File: config.mk
export PLATFORM = sky130hd
export DESIGN_NAME = mem_bus_arbiter
export DESIGN_NICKNAME = d
export VERILOG_FILES = /design/src/rtl/mem_bus_arbiter.sv
export SDC_FILE = /design/constraint.sdc
export NUM_CORES = 1
export LEC_CHECK = 0
export CAP_MARGIN = 5
export CORE_MARGIN = 2
export CORE_UTILIZATION = 25
export DETAILED_ROUTE_END_ITERATION = 7
export DONT_BUFFER_PORTS = 1
export PLACE_DENSITY = 0.39
export RECOVER_POWER = 50
export SETUP_SLACK_MARGIN = 0.05
export SLEW_MARGIN = 20
export SYNTH_ARGS = -nofsm -noshare
export SYNTH_HDL_FRONTEND = slang
export SYNTH_SLANG_ARGS = --single-unit
File: constraint.sdc
create_clock -name Clk -period 2.79 [get_ports Clk]
set_input_delay 0.1395 -clock Clk [delete_from_list [all_inputs] [get_ports Clk]]
set_output_delay 0.1395 -clock Clk [all_outputs]
set_load 0.1 [all_outputs]
File: src/rtl/mem_bus_arbiter.sv
// mem_bus_arbiter
//   Shares one external memory port between the I-cache and D-cache miss
//   buses. One transfer is in flight at a time. The D-cache has priority.
//   An anti-starvation counter forces an I grant after STARVE_LIMIT
//   consecutive D grants that were made while I was waiting. A per-transfer
//   timeout aborts the transfer and returns ERR_DATA. Both sides use a
//   4-phase req/ack handshake.
//
//   state   | meaning
//   --------+------------------------------------------------------------
//   IDLE    | no owner; arbitrates whenever any req[65] is high
//   XFER_D  | D-cache command on the memory bus, waiting for ack/timeout
//   XFER_I  | I-cache command on the memory bus, waiting for ack/timeout
//   RELEASE | owner's rsp ack held until the owner drops its req
//
// Ports
//   Clk, Rst     clock; synchronous active-high reset
//   Icache_req   [65] req, [64] we, [63:32] addr, [31:0] wdata
//   Icache_rsp   [32] ack, [31:0] rdata
//   Dcache_req   same format as Icache_req
//   Dcache_rsp   same format as Icache_rsp
//   Mem_bus_out  request to memory, same format as Icache_req
//   Mem_bus_in   [32] ack (1-cycle pulse), [31:0] rdata
//   o_grant      one-hot owner: [1] D, [0] I; 00 when idle
//   o_timeout    sticky timeout flag, cleared only by Rst
module mem_bus_arbiter #(
  parameter int unsigned STARVE_LIMIT = 4,
  parameter int unsigned TIMEOUT      = 255,
  parameter logic [31:0] ERR_DATA     = 32'hDEAD_BEEF
) (
  input  logic        Clk,
  input  logic        Rst,
  input  logic [65:0] Icache_req,
  output logic [32:0] Icache_rsp,
  input  logic [65:0] Dcache_req,
  output logic [32:0] Dcache_rsp,
  output logic [65:0] Mem_bus_out,
  input  logic [32:0] Mem_bus_in,
  output logic [1:0]  o_grant,
  output logic        o_timeout
);

  localparam logic [1:0] IDLE    = 2'd0;
  localparam logic [1:0] XFER_D  = 2'd1;
  localparam logic [1:0] XFER_I  = 2'd2;
  localparam logic [1:0] RELEASE = 2'd3;

  localparam logic [3:0] STARVE_MAX = 4'(STARVE_LIMIT);
  localparam logic [9:0] TMO_LAST   = 10'(TIMEOUT - 1);

  logic [1:0]  state;
  logic [3:0]  starve_cnt;
  logic [9:0]  tmo_cnt;
  logic        i_req;
  logic        d_req;
  logic        i_wins;
  logic        owner_req;
  logic        xfer_done;
  logic [32:0] xfer_rsp;

  assign i_req     = Icache_req[65];
  assign d_req     = Dcache_req[65];
  assign i_wins    = i_req && (!d_req || (starve_cnt == STARVE_MAX));
  assign owner_req = o_grant[1] ? d_req : i_req;
  // A real ack wins over a timeout landing in the same cycle.
  assign xfer_done = Mem_bus_in[32] || (tmo_cnt == TMO_LAST);
  assign xfer_rsp  = Mem_bus_in[32] ? {1'b1, Mem_bus_in[31:0]} : {1'b1, ERR_DATA};

  always_ff @(posedge Clk) begin
    if (Rst) begin
      state       <= IDLE;
      starve_cnt  <= '0;
      tmo_cnt     <= '0;
      Icache_rsp  <= '0;
      Dcache_rsp  <= '0;
      Mem_bus_out <= '0;
      o_grant     <= '0;
      o_timeout   <= 1'b0;
    end else begin
      case (state)
        IDLE: begin
          if (!i_req) starve_cnt <= '0;
          if (i_req || d_req) begin
            tmo_cnt <= '0;
            if (i_wins) begin
              Mem_bus_out <= Icache_req;
              o_grant     <= 2'b01;
              starve_cnt  <= '0;
              state       <= XFER_I;
            end else begin
              Mem_bus_out <= Dcache_req;
              o_grant     <= 2'b10;
              state       <= XFER_D;
              if (i_req && (starve_cnt != STARVE_MAX)) starve_cnt <= starve_cnt + 4'd1;
            end
          end
        end
        XFER_D, XFER_I: begin
          if (xfer_done) begin
            Mem_bus_out <= '0;
            state       <= RELEASE;
            if (state == XFER_D) Dcache_rsp <= xfer_rsp;
            else                 Icache_rsp <= xfer_rsp;
            if (!Mem_bus_in[32]) o_timeout <= 1'b1;
          end else begin
            tmo_cnt <= tmo_cnt + 10'd1;
          end
        end
        RELEASE: begin
          if (!owner_req) begin
            Icache_rsp <= '0;
            Dcache_rsp <= '0;
            o_grant    <= '0;
            state      <= IDLE;
          end
        end
        default: state <= IDLE;
      endcase
    end
  end

endmodule

# ---- After elaboration in Yosys (flattened, before gate mapping)
# Cells that the tools add are included.
# W data, S select, Z words.
dict set report op_classes {
  n_addsub 2
  n_eq_ne 12
  mux 28
  bitwise 1
  n_reduce_logical 18
}
# op n
set op_table {}
lappend op_table {{$mux W66} 3}
lappend op_table {{$mux W33} 5}
lappend op_table {{$pmux W33 S2} 2}
lappend op_table {{$pmux W66 S2} 1}
lappend op_table {{$mux W32} 1}
lappend op_table {{$mux W10} 2}
lappend op_table {{$pmux W10 S2} 1}
lappend op_table {{$mux W4} 4}
lappend op_table {{$reduce_and A3 Y1} 5}
lappend op_table {{$mux W2} 6}
lappend op_table {{$ne A2 B2 Y1 const B} 6}
lappend op_table {{$add A10 B1 Y10 const B} 1}
lappend op_table {{$eq A10 B8 Y1 const B} 1}
lappend op_table {{$reduce_and A4 Y1} 2}
lappend op_table {{$pmux W2 S3} 1}
lappend op_table {{$reduce_bool A2 Y1} 3}
lappend op_table {{$add A4 B1 Y4 const B} 1}
lappend op_table {{$eq A2 B2 Y1 const B} 2}
lappend op_table {{$eq A4 B3 Y1 const B} 1}
lappend op_table {{$ne A4 B3 Y1 const B} 1}
lappend op_table {{$pmux W2 S2} 1}
lappend op_table {{$logic_or A1 B1 Y1} 3}
lappend op_table {{$eq A2 B1 Y1 const B} 1}
lappend op_table {{$logic_and A1 B1 Y1} 2}
lappend op_table {{5 further kinds} 5}
dict set report word_totals {
  regBits 151
  output_inout_bits 135
  elab_cells 69
}

# ---- Depth between registers and ports, before layout
# Gate-level depths: netlist (run 1).
dict set report logic_depth {
  ltp_word 6
  mapped_depth 9
  ltp_nobuf 6
}

# ---- Worst setup path after synthesis (run 1)
# OpenSTA, ideal clock, no wires.
dict set report synth_timing {
  path_type {flip-flop to flip-flop}
  startpoint {register o_grant[1]}
  endpoint {register Dcache_rsp[10]}
  setup_ns 0.126
  arrival_time_ns 2.043
  slack_ns 0.620
  stages_incl_launch_ff 6
  cell_sequence {dfxtp_1 -> mux2_2 -> nand2_1 -> nand3_2 -> buf_2 -> mux2i_1}
}
dict set report synth_via {
  elab_chain_len 3
}
# element line
set synth_rtl {}
lappend synth_rtl {{from (decl)} 39} ;# output logic [1:0] o_grant,
lappend synth_rtl {{from (signal assigned)} 77} ;# o_grant <= '0;
lappend synth_rtl {{from (signal assigned)} 87} ;# o_grant <= 2'b01;
lappend synth_rtl {{from (signal assigned)} 92} ;# o_grant <= 2'b10;
lappend synth_rtl {{$mux W1} 64} ;# assign owner_req = o_grant[1] ? d_req : i_req;
lappend synth_rtl {{$ne A2 B2 Y1 (no source line)} n/a}
lappend synth_rtl {{$reduce_and A4 Y1 (no source line)} n/a}
lappend synth_rtl {{to (signal assigned)} 102} ;# if (state == XFER_D) Dcache_rsp <= xfer_rsp;
lappend synth_rtl {{to (decl)} 36} ;# output logic [32:0] Dcache_rsp,
# No other way between the ends.
# A chain may end at the register's enable or synchronous reset.

# ---- Worst setup path in the final report (run 1)
dict set report layout_timing {
  startpoint {register state[0]}
  endpoint {register Mem_bus_out[14]}
}
dict set report layout_via {
  elab_chain_len 4
  word_cells_on_any_way 9
  cone_classes {eq/ne: 4; mux: 1; reduce/logical: 4}
}
# element line
set layout_rtl {}
lappend layout_rtl {{from (decl)} 51} ;# logic [1:0] state;
lappend layout_rtl {{from (signal assigned)} 71} ;# state <= IDLE;
lappend layout_rtl {{from (signal assigned)} 89} ;# state <= XFER_I;
lappend layout_rtl {{from (signal assigned)} 93} ;# state <= XFER_D;
lappend layout_rtl {{$eq A2 B1 Y1 or $eq A2 B2 Y1 (tied branches)} 80} ;# case (state)
lappend layout_rtl {{$reduce_or A2 Y1} 80}
lappend layout_rtl {{$ne A2 B2 Y1 (no source line) or $reduce_bool A2 Y1 (tied branches)} n/a}
lappend layout_rtl {{$reduce_and A3 Y1 (no source line)} n/a}
lappend layout_rtl {{to (signal assigned)} 86} ;# Mem_bus_out <= Icache_req;
lappend layout_rtl {{to (signal assigned)} 91} ;# Mem_bus_out <= Dcache_req;
lappend layout_rtl {{to (decl)} 37} ;# output logic [65:0] Mem_bus_out,
# Several ways; a longest one is shown, not always the timed one.

==> results.toml, run 1 <==
[run_status]
outcome = "completed"

[die]
io_pins = 302
die_w_um = 164
start_util_pct = 25.5
rows = 58
core_area_um2 = 25200
die_area_um2 = 27000
fp.dieH_um = 164

[yosys]
syn_area_per_cell_um2 = 10.4
yosysMostFrequentCell = "dfxtp_1"
postSynthCellCount = 616
synth_seq_area_share_pct = 47.0
synth_mux_area_share_pct = 21.1
synth_top_family_by_area = "multiplexers"
post-synth-top-area-cell = "dfxtp_1"
synth_top_cell_area_share_pct = 47.0
synth_compound_area_share_pct = 16.2
ys_ff_latch = 151
ys_types = 50
syn-cell-area_um2 = 6430
synthSimpleGateAreaFrac_pct = 9.31
yosys_warnings = 0
syn_nets = 791
netlist_top_cells_count = "dfxtp_1, mux2i_1, nand2_1, o2bb2ai_1, o211ai_1"
synth-xor-area-share_pct = 0.545
async_reset_ff_share_pct = 0
netlist_top_cells_area = "dfxtp_1, mux2i_1, o2bb2ai_1, nand2_1, o211ai_1"
synth_adder_area_share_pct = 1.56
yosys_most_used_dff = "dfxtp_1"
synth_edf_count = 0

[cells_and_area]
layoutNonFillerInstCount = 1198
final_area_um2 = 9320
final_layout_size_suffix_gt1_share_pct = 6.45
regArea_um2 = 3020
fin_nets = 1030
antennaDiodeCount = 0
fillers = 2512
area_delta_synth_final_pct = 45.1
multiInputGateArea_um2 = 3150

[timing]
hold_viol = 0
rsz0062_at_grt = "false"
setup_violations = 0
worst_slack_ns = 0.323
post-route-period-util_pct = 88.4
max_freq_mhz = 405
slew_headroom_pct = 12.8
maxSlewViolCount = 0
setup_tns_ns = 0
fin_crit_ns = 2.47
tightest_slew_ns = 1.31
fin_worst_skew_ns = 0.0148

[worst_setup_path]
crit_arrival_ns = 2.80
cp-end-kind = "flop"
cp.required_ns = 3.12
reg2reg_to = "Mem_bus_out[14]"
crit_fanout = 65
r2r_cells = 8
r2r_start = "state[0]"
criticalPathCategory = "reg -> reg"
start_kind = "flop"
rrSetupSlack_ns = 0.32

[clock_network]
clockBufferDepth = 2
cts_made_buffers = 17
clock_latency_ns = 0.41
cts_root_buffer = "clkbuf_16"
cts_tree = "yes"
cts.htree.levels = 4
clk_pin_slew_worst_paths_ns = 0.07
clock-sinks = 151
ctsResizeCount = 0

[drt]
drt_iter0_drc = 307
drt_first_pass_iters = 4
post_drt_wl_per_cell_um = 17.5
vias = 5693
drcViolationCount = 0
via_per_inst = 4.75
wl_um = 21000
postRouteAntennaNets = 0

[placement]
placed_cell_area_um2 = 7530
routabilityCongestion = 0.752
dp_hpwl_um = 13600
pre_cts_slack_ns = 0.370
placed_cells = 1007
portBuffers = 0

[global_routing]
grt_usage_pct = 14.8
grt_pass1_vias = 5850
grt_max_degree = 85
overflow = 0
antenna_found_initial = 0
grt_pass1_wl_um = 31400

[hold_path]
min_from = "Dcache_req[0]"
worst_hold_path_type = "in -> reg"
worst_hold_path.num_cells = 2
holdPathEnd = "Mem_bus_out[0]"

[flow_run]
maxCapViolations = 0
==> layer usage <==
layer	vias to the layer above	track usage, %	part of all wire [%]
li1	2737	-	-
met1	2702	18.0	43
met2	239	25.7	48
met3	15	4.19	7.5
met4	0	3.91	1.0
met5	-	0	0
==> metrics by stage <==
stage | hold slack, ns | util [%]
after floorplan | 0.301 | -
after global placement | 0.212 | 29.9
after detailed placement | 0.214 | 29.9
after CTS | 0.000345 | 38.5
after global routing | 0.0213 | 37.0
final | 0.0353 | 37.0
==> layout by cell type (no fill, tap or decap), types with 8 or more instances in the layout <==
| cell type | n |
|---|---|
| a21oi_1 | 8 |
| mux2i_1 | 133 |
| ha_1 | 8 |
| clkbuf_16 | 17 |
| o2bb2ai_1 | 65 |
| nor2_1 | 12 |
| dfxtp_1 | 151 |
| nand2_1 | 82 |
| inv_1 | 9 |
| dlygate4sd3_1 | 159 |
| o211ai_1 | 25 |
| clkbuf_1 | 100 |
==> flip-flops by register name, summed over array words and instances, names as in the netlist <==
signal	flops
starve_cnt	4
o_timeout	1
tmo_cnt	10
Dcache_rsp	33
Mem_bus_out	66
state	2
o_grant	2
Icache_rsp	33
==> layout make-up <==
class	instances	area share, %
multi-input combinational	404	33.8
sequential	151	32.4
timing repair buffer	269	22.7
clock buffer	18	4.60
tap	330	4.43
clock inverter	14	1.50
inverter	12	0.483
==> logic make-up (layout without fill, tap and decap cells) <==
family                   count (synthesis)  count (layout)
buffers and inverters                   61             313
adder cells (fa/ha/maj)                  8               8
AND/OR/NAND/NOR                        129             129
multiplexers                           135             135
AO/OA/AOI/OAI                          128             128
flip-flops                             151             151
XOR/XNOR                                 4               4
==> what timing repair did <==
item	4_1_cts	5_1_grt
endpoints found under the hold margin	143	0
setup buffers	0	0
hold buffers	159	0
==> how the worst max path moves through the flow <==
stage / start / end / slack (ns) / cells after the start
global placement: tmo_cnt[1] / Icache_rsp[10] / 0.43 / 6
CTS: tmo_cnt[1] / Icache_rsp[12] / 0.35 / 6
floorplan: o_grant[1] / Dcache_rsp[10] / 0.62 / 5
finish: state[0] / Mem_bus_out[14] / 0.32 / 8
detailed placement: tmo_cnt[1] / Icache_rsp[3] / 0.37 / 6
global route: tmo_cnt[1] / Icache_rsp[25] / 0.17 / 6
==> worst max-delay path, stage by stage, from the launching register on <==
cell       delay, ns
dfxtp_1         0.39
inv_1           0.08
ha_1            0.42
buf_4           0.20
nor2b_1         0.26
o31ai_2         0.27
a21oi_4         0.24
buf_12          0.27
o2bb2ai_1       0.18
Power of run 1 is not shown: default switching activity piles up to over one toggle a cycle in this logic, so the estimate is an artifact.
==> run 2: changes to the inputs <==
--- a/config.mk
+++ b/config.mk
@@ -11,7 +11,6 @@
 export DETAILED_ROUTE_END_ITERATION = 7
 export DONT_BUFFER_PORTS = 1
 export PLACE_DENSITY = 0.39
-export RECOVER_POWER = 50
 export SETUP_SLACK_MARGIN = 0.05
 export SLEW_MARGIN = 20
 export SYNTH_ARGS = -nofsm -noshare
==> results.toml, run 2 (synthesis gave the netlist of run 1 again) <==
[run_status]
outcome = "completed"

[clock_network]
cts_tree = "yes"
cts.htree.levels = 4
clockBufferDepth = 2
cts_root_buffer = "clkbuf_16"
cts_made_buffers = 17
postCtsSetupRepairBufs = 0
clock_latency_ns = 0.41
clk_pin_slew_worst_paths_ns = 0.07
clock-sinks = 151
ctsResizeCount = 0

[timing]
fin_worst_skew_ns = 0.0148
worst_slack_ns = 0.321
rsz0062_at_grt = "false"
max_freq_mhz = 405
slew_headroom_pct = 30.0
hold_viol = 0
fin_crit_ns = 2.47
setup_tns_ns = 0
tightest_slew_ns = 1.05
hold_slack_ns = 0.0356
setup_violations = 0
maxSlewViolCount = 0
post-route-period-util_pct = 88.5

[die]
die_area_um2 = 27000
die_w_um = 164
fp.dieH_um = 164
core_area_um2 = 25200
rows = 58
io_pins = 302
start_util_pct = 25.5

[worst_setup_path]
path_cells = "inv_1 -> ha_1 -> buf_4 -> nor2b_1 -> o31ai_2 -> a21oi_4 -> buf_12 -> o2bb2ai_1"
cp.required_ns = 3.12
rrSetupSlack_ns = 0.32
cp_slowest_cell = "ha_1"
criticalPathCategory = "reg -> reg"
crit_fanout = 65
cp-end-kind = "flop"
slowest_delay_ns = 0.42
start_kind = "flop"
crit_buf_inv = 3
critPathTopFamily = "compound AO/OA/AOI/OAI gates"
crit_arrival_ns = 2.80

[drt]
vias = 5708
drt_first_pass_iters = 4
drcViolationCount = 0
post_drt_wl_per_cell_um = 17.4
postRouteAntennaNets = 0
wl_um = 20900
via_per_inst = 4.76
drt_iter0_drc = 271

[cells_and_area]
antennaDiodeCount = 0
top_regs = "Mem_bus_out (66), Dcache_rsp (33), Icache_rsp (33)"
mostFrequentLayoutCells = "dlygate4sd3_1, dfxtp_1, mux2i_1, buf_4, nand2_1"
layout_commonest_cell = "dlygate4sd3_1"
fin_nets = 1030
area_delta_synth_final_pct = 50.8
largest_reg_flops = 66
largest_register = "Mem_bus_out"
final_layout_size_suffix_gt1_share_pct = 17.9

[global_routing]
overflow = 0
grt_pass1_wl_um = 31400
grt_pass1_vias = 5850
grt_usage_pct = 14.8
grt_max_degree = 85
antenna_found_initial = 0

[placement]
portBuffers = 0
dp_hpwl_um = 13600
pre_cts_slack_ns = 0.370
routabilityCongestion = 0.752

[hold_path]
worst_hold_path_type = "in -> reg"

[flow_run]
maxCapViolations = 0
-- run 2: per-layer routing --
metal	GRT usage, %	vias to the layer above	share of wire [%]
met2	25.7	250	48
met3	4.19	15	7.8
met1	18.0	2707	43
li1	-	2736	-
met5	0	-	0
met4	3.91	0	0.97
-- run 2: final cells by class --
| cell class | instances | area (um2) |
|---|---|---|
| Fill cell | 2441 | 15500 |
| Multi-Input combinational cell | 404 | 3150 |
| Sequential cell | 151 | 3020 |
| Timing Repair Buffer | 269 | 2490 |
| Clock buffer | 18 | 429 |
| Tap cell | 330 | 413 |
| Clock inverter | 14 | 140 |
| Inverter | 12 | 45.0 |
-- run 2: tightest hold or removal path: stages --
cell     delay (ns)
nor2b_1        0.05
a21oi_1        0.16
nor2_1         0.05
-- run 2: path summary, 6_finish.rpt --
path | startpoint | endpoint | cells past startpoint
worst max-delay path | state[0] | Mem_bus_out[14] | 8
worst min-delay path | Mem_bus_in[32] | o_timeout | 3
worst max register to register | state[0] | Mem_bus_out[14] | 8
worst min register to register | Mem_bus_out[61] | Mem_bus_out[61] | 1
-- run 2: stage by stage --
step | area [um2] | utilization (%) | instances
final | 9700 | 38.5 | 1198
after global routing | 9700 | 38.5 | 1198
after CTS | 9700 | 38.5 | 1198
after detailed placement | 7530 | 29.9 | 1007
after global placement | 7530 | 29.9 | 1007
after floorplan | 6430 | - | 616
-- run 2: repair_timing --
item	CTS	global route
setup endpoints to repair	0	0
hold buffers	159	0
endpoints found under the hold margin	143	0
Power of run 2 is left out for the same reason.
==> run 3: changes to the inputs <==
--- a/config.mk
+++ b/config.mk
@@ -5,12 +5,13 @@
 export SDC_FILE = /design/constraint.sdc
 export NUM_CORES = 1
 export LEC_CHECK = 0
+export ABC_CLOCK_PERIOD_IN_PS = 2790
 export CAP_MARGIN = 5
 export CORE_MARGIN = 2
 export CORE_UTILIZATION = 25
 export DETAILED_ROUTE_END_ITERATION = 7
 export DONT_BUFFER_PORTS = 1
-export PLACE_DENSITY = 0.39
+export PLACE_DENSITY = 0.37
 export SETUP_SLACK_MARGIN = 0.05
 export SLEW_MARGIN = 20
 export SYNTH_ARGS = -nofsm -noshare
==> results.toml, run 3 (synthesis gave the netlist of run 1 again) <==
[cells_and_area]
top_regs = "Mem_bus_out (66), Dcache_rsp (33), Icache_rsp (33)"
largest_reg_flops = 66
area_delta_synth_final_pct = 52.4
layout_commonest_cell = "dlygate4sd3_1"
mostFrequentLayoutCells = "dlygate4sd3_1, dfxtp_1, mux2i_1, buf_4, nand2_1"
final_area_um2 = 9800
fillers = 2421
fin_nets = 1040
largest_register = "Mem_bus_out"
final_layout_size_suffix_gt1_share_pct = 18.2
antennaDiodeCount = 0

[die]
fp.dieH_um = 164
die_area_um2 = 27000
start_util_pct = 25.5
io_pins = 302
die_w_um = 164
rows = 58
core_area_um2 = 25200

[clock_network]
cts.htree.levels = 4
cts_made_buffers = 17
cts_tree = "yes"
ctsResizeCount = 0
clock-sinks = 151
clockBufferDepth = 2
clk_pin_slew_worst_paths_ns = 0.08
cts_root_buffer = "clkbuf_16"
clock_latency_ns = 0.42

[placement]
portBuffers = 0
routabilityCongestion = 0.792
pre_cts_slack_ns = 0.302
dp_hpwl_um = 14000
placed_cell_area_um2 = 7550

[hold_path]
worst_hold_path.num_cells = 3
min_from = "Dcache_req[65]"
worst_hold_path_type = "in -> reg"
holdPathEnd = "starve_cnt[1]"

[timing]
setup_violations = 0
rsz0062_at_grt = "false"
max_freq_mhz = 385
post-route-period-util_pct = 93.0
fin_crit_ns = 2.60
setup_tns_ns = 0
slew_headroom_pct = 30.6
tightest_slew_ns = 1.04
hold_slack_ns = 0.0395
hold_viol = 0
worst_slack_ns = 0.195
fin_worst_skew_ns = 0.0211
maxSlewViolCount = 0

[worst_setup_path]
criticalPathCategory = "reg -> reg"
cp-end-kind = "flop"
start_kind = "flop"
crit_fanout = 65
r2r_cells = 8
crit_arrival_ns = 2.89
cp_slowest_cell = "dlygate4sd3_1"
r2r_start = "starve_cnt[1]"
reg2reg_to = "Mem_bus_out[22]"
path_cells = "inv_1 -> ha_1 -> nand3b_1 -> a21boi_4 -> buf_12 -> mux2i_1 -> dlygate4sd3_1 -> o2bb2ai_1"
slowest_delay_ns = 0.59
rrSetupSlack_ns = 0.19
cp.required_ns = 3.08

[global_routing]
grt_max_degree = 66
antenna_found_initial = 0
grt_pass1_vias = 5935
grt_usage_pct = 15.5
grt_pass1_wl_um = 32400
overflow = 0

[flow_run]
maxCapViolations = 0

[run_status]
outcome = "completed"

[drt]
drt_iter0_drc = 206
postRouteAntennaNets = 0
via_per_inst = 4.73
drt_first_pass_iters = 4
drcViolationCount = 0
wl_um = 21300
post_drt_wl_per_cell_um = 17.6
vias = 5713
-- run 3: worst max-delay path: cells and delay by family (launching register included) --
family	cells	cell delay (ns)
buf+inv	3	1.02
compound gates	2	0.36
flops	1	0.34
fa+ha+maj	1	0.13
mux	1	0.32
simple gates	1	0.17
-- run 3: metal layers --
metal	up-vias	GRT usage (%)	share of wire (%)	wire, um
li1	2756	-	-	-
met3	35	4.34	8.1	1720
met5	-	0	0	0
met1	2665	18.2	42	8920
met2	257	26.1	47	10100
met4	0	7.14	2.8	606
-- run 3: final cells by class --
class / count / area (um2) / share of cell area [%]
clock buffers: 18 / 439 / 4.48
clock inverters: 14 / 155 / 1.58
inverters: 12 / 45.0 / 0.460
multi-input cells: 404 / 3150 / 32.2
flip-flops and latches: 151 / 3020 / 30.9
well taps: 330 / 413 / 4.21
repair buffers: 279 / 2570 / 26.2
-- run 3: stage by stage --
step	util, %	instances
after detailed placement	30.0	1011
after CTS	38.9	1208
final	38.9	1208
after floorplan	-	616
after global routing	38.9	1208
after global placement	30.0	1011
-- run 3: what timing repair did --
| item | 4_1_cts | 5_1_grt |
|---|---|---|
| endpoints found under the hold margin | 145 | 0 |
| endpoints found under the setup margin | 0 | 0 |
| hold buffers | 165 | 0 |
| setup buffers | 0 | 0 |
-- run 3: how the worst max path moves through the flow --
stage | slack (ns) | depth (start not counted) | to | startpoint
finish | 0.19 | 8 | Mem_bus_out[22] | starve_cnt[1]
floorplan | 0.62 | 5 | Dcache_rsp[10] | o_grant[1]
global route | 0.05 | 7 | Mem_bus_out[47] | state[1]
CTS | 0.24 | 8 | Mem_bus_out[57] | starve_cnt[1]
detailed placement | 0.30 | 7 | Mem_bus_out[42] | state[1]
global placement | 0.33 | 7 | Mem_bus_out[20] | state[1]
Power of run 3 is left out for the same reason.
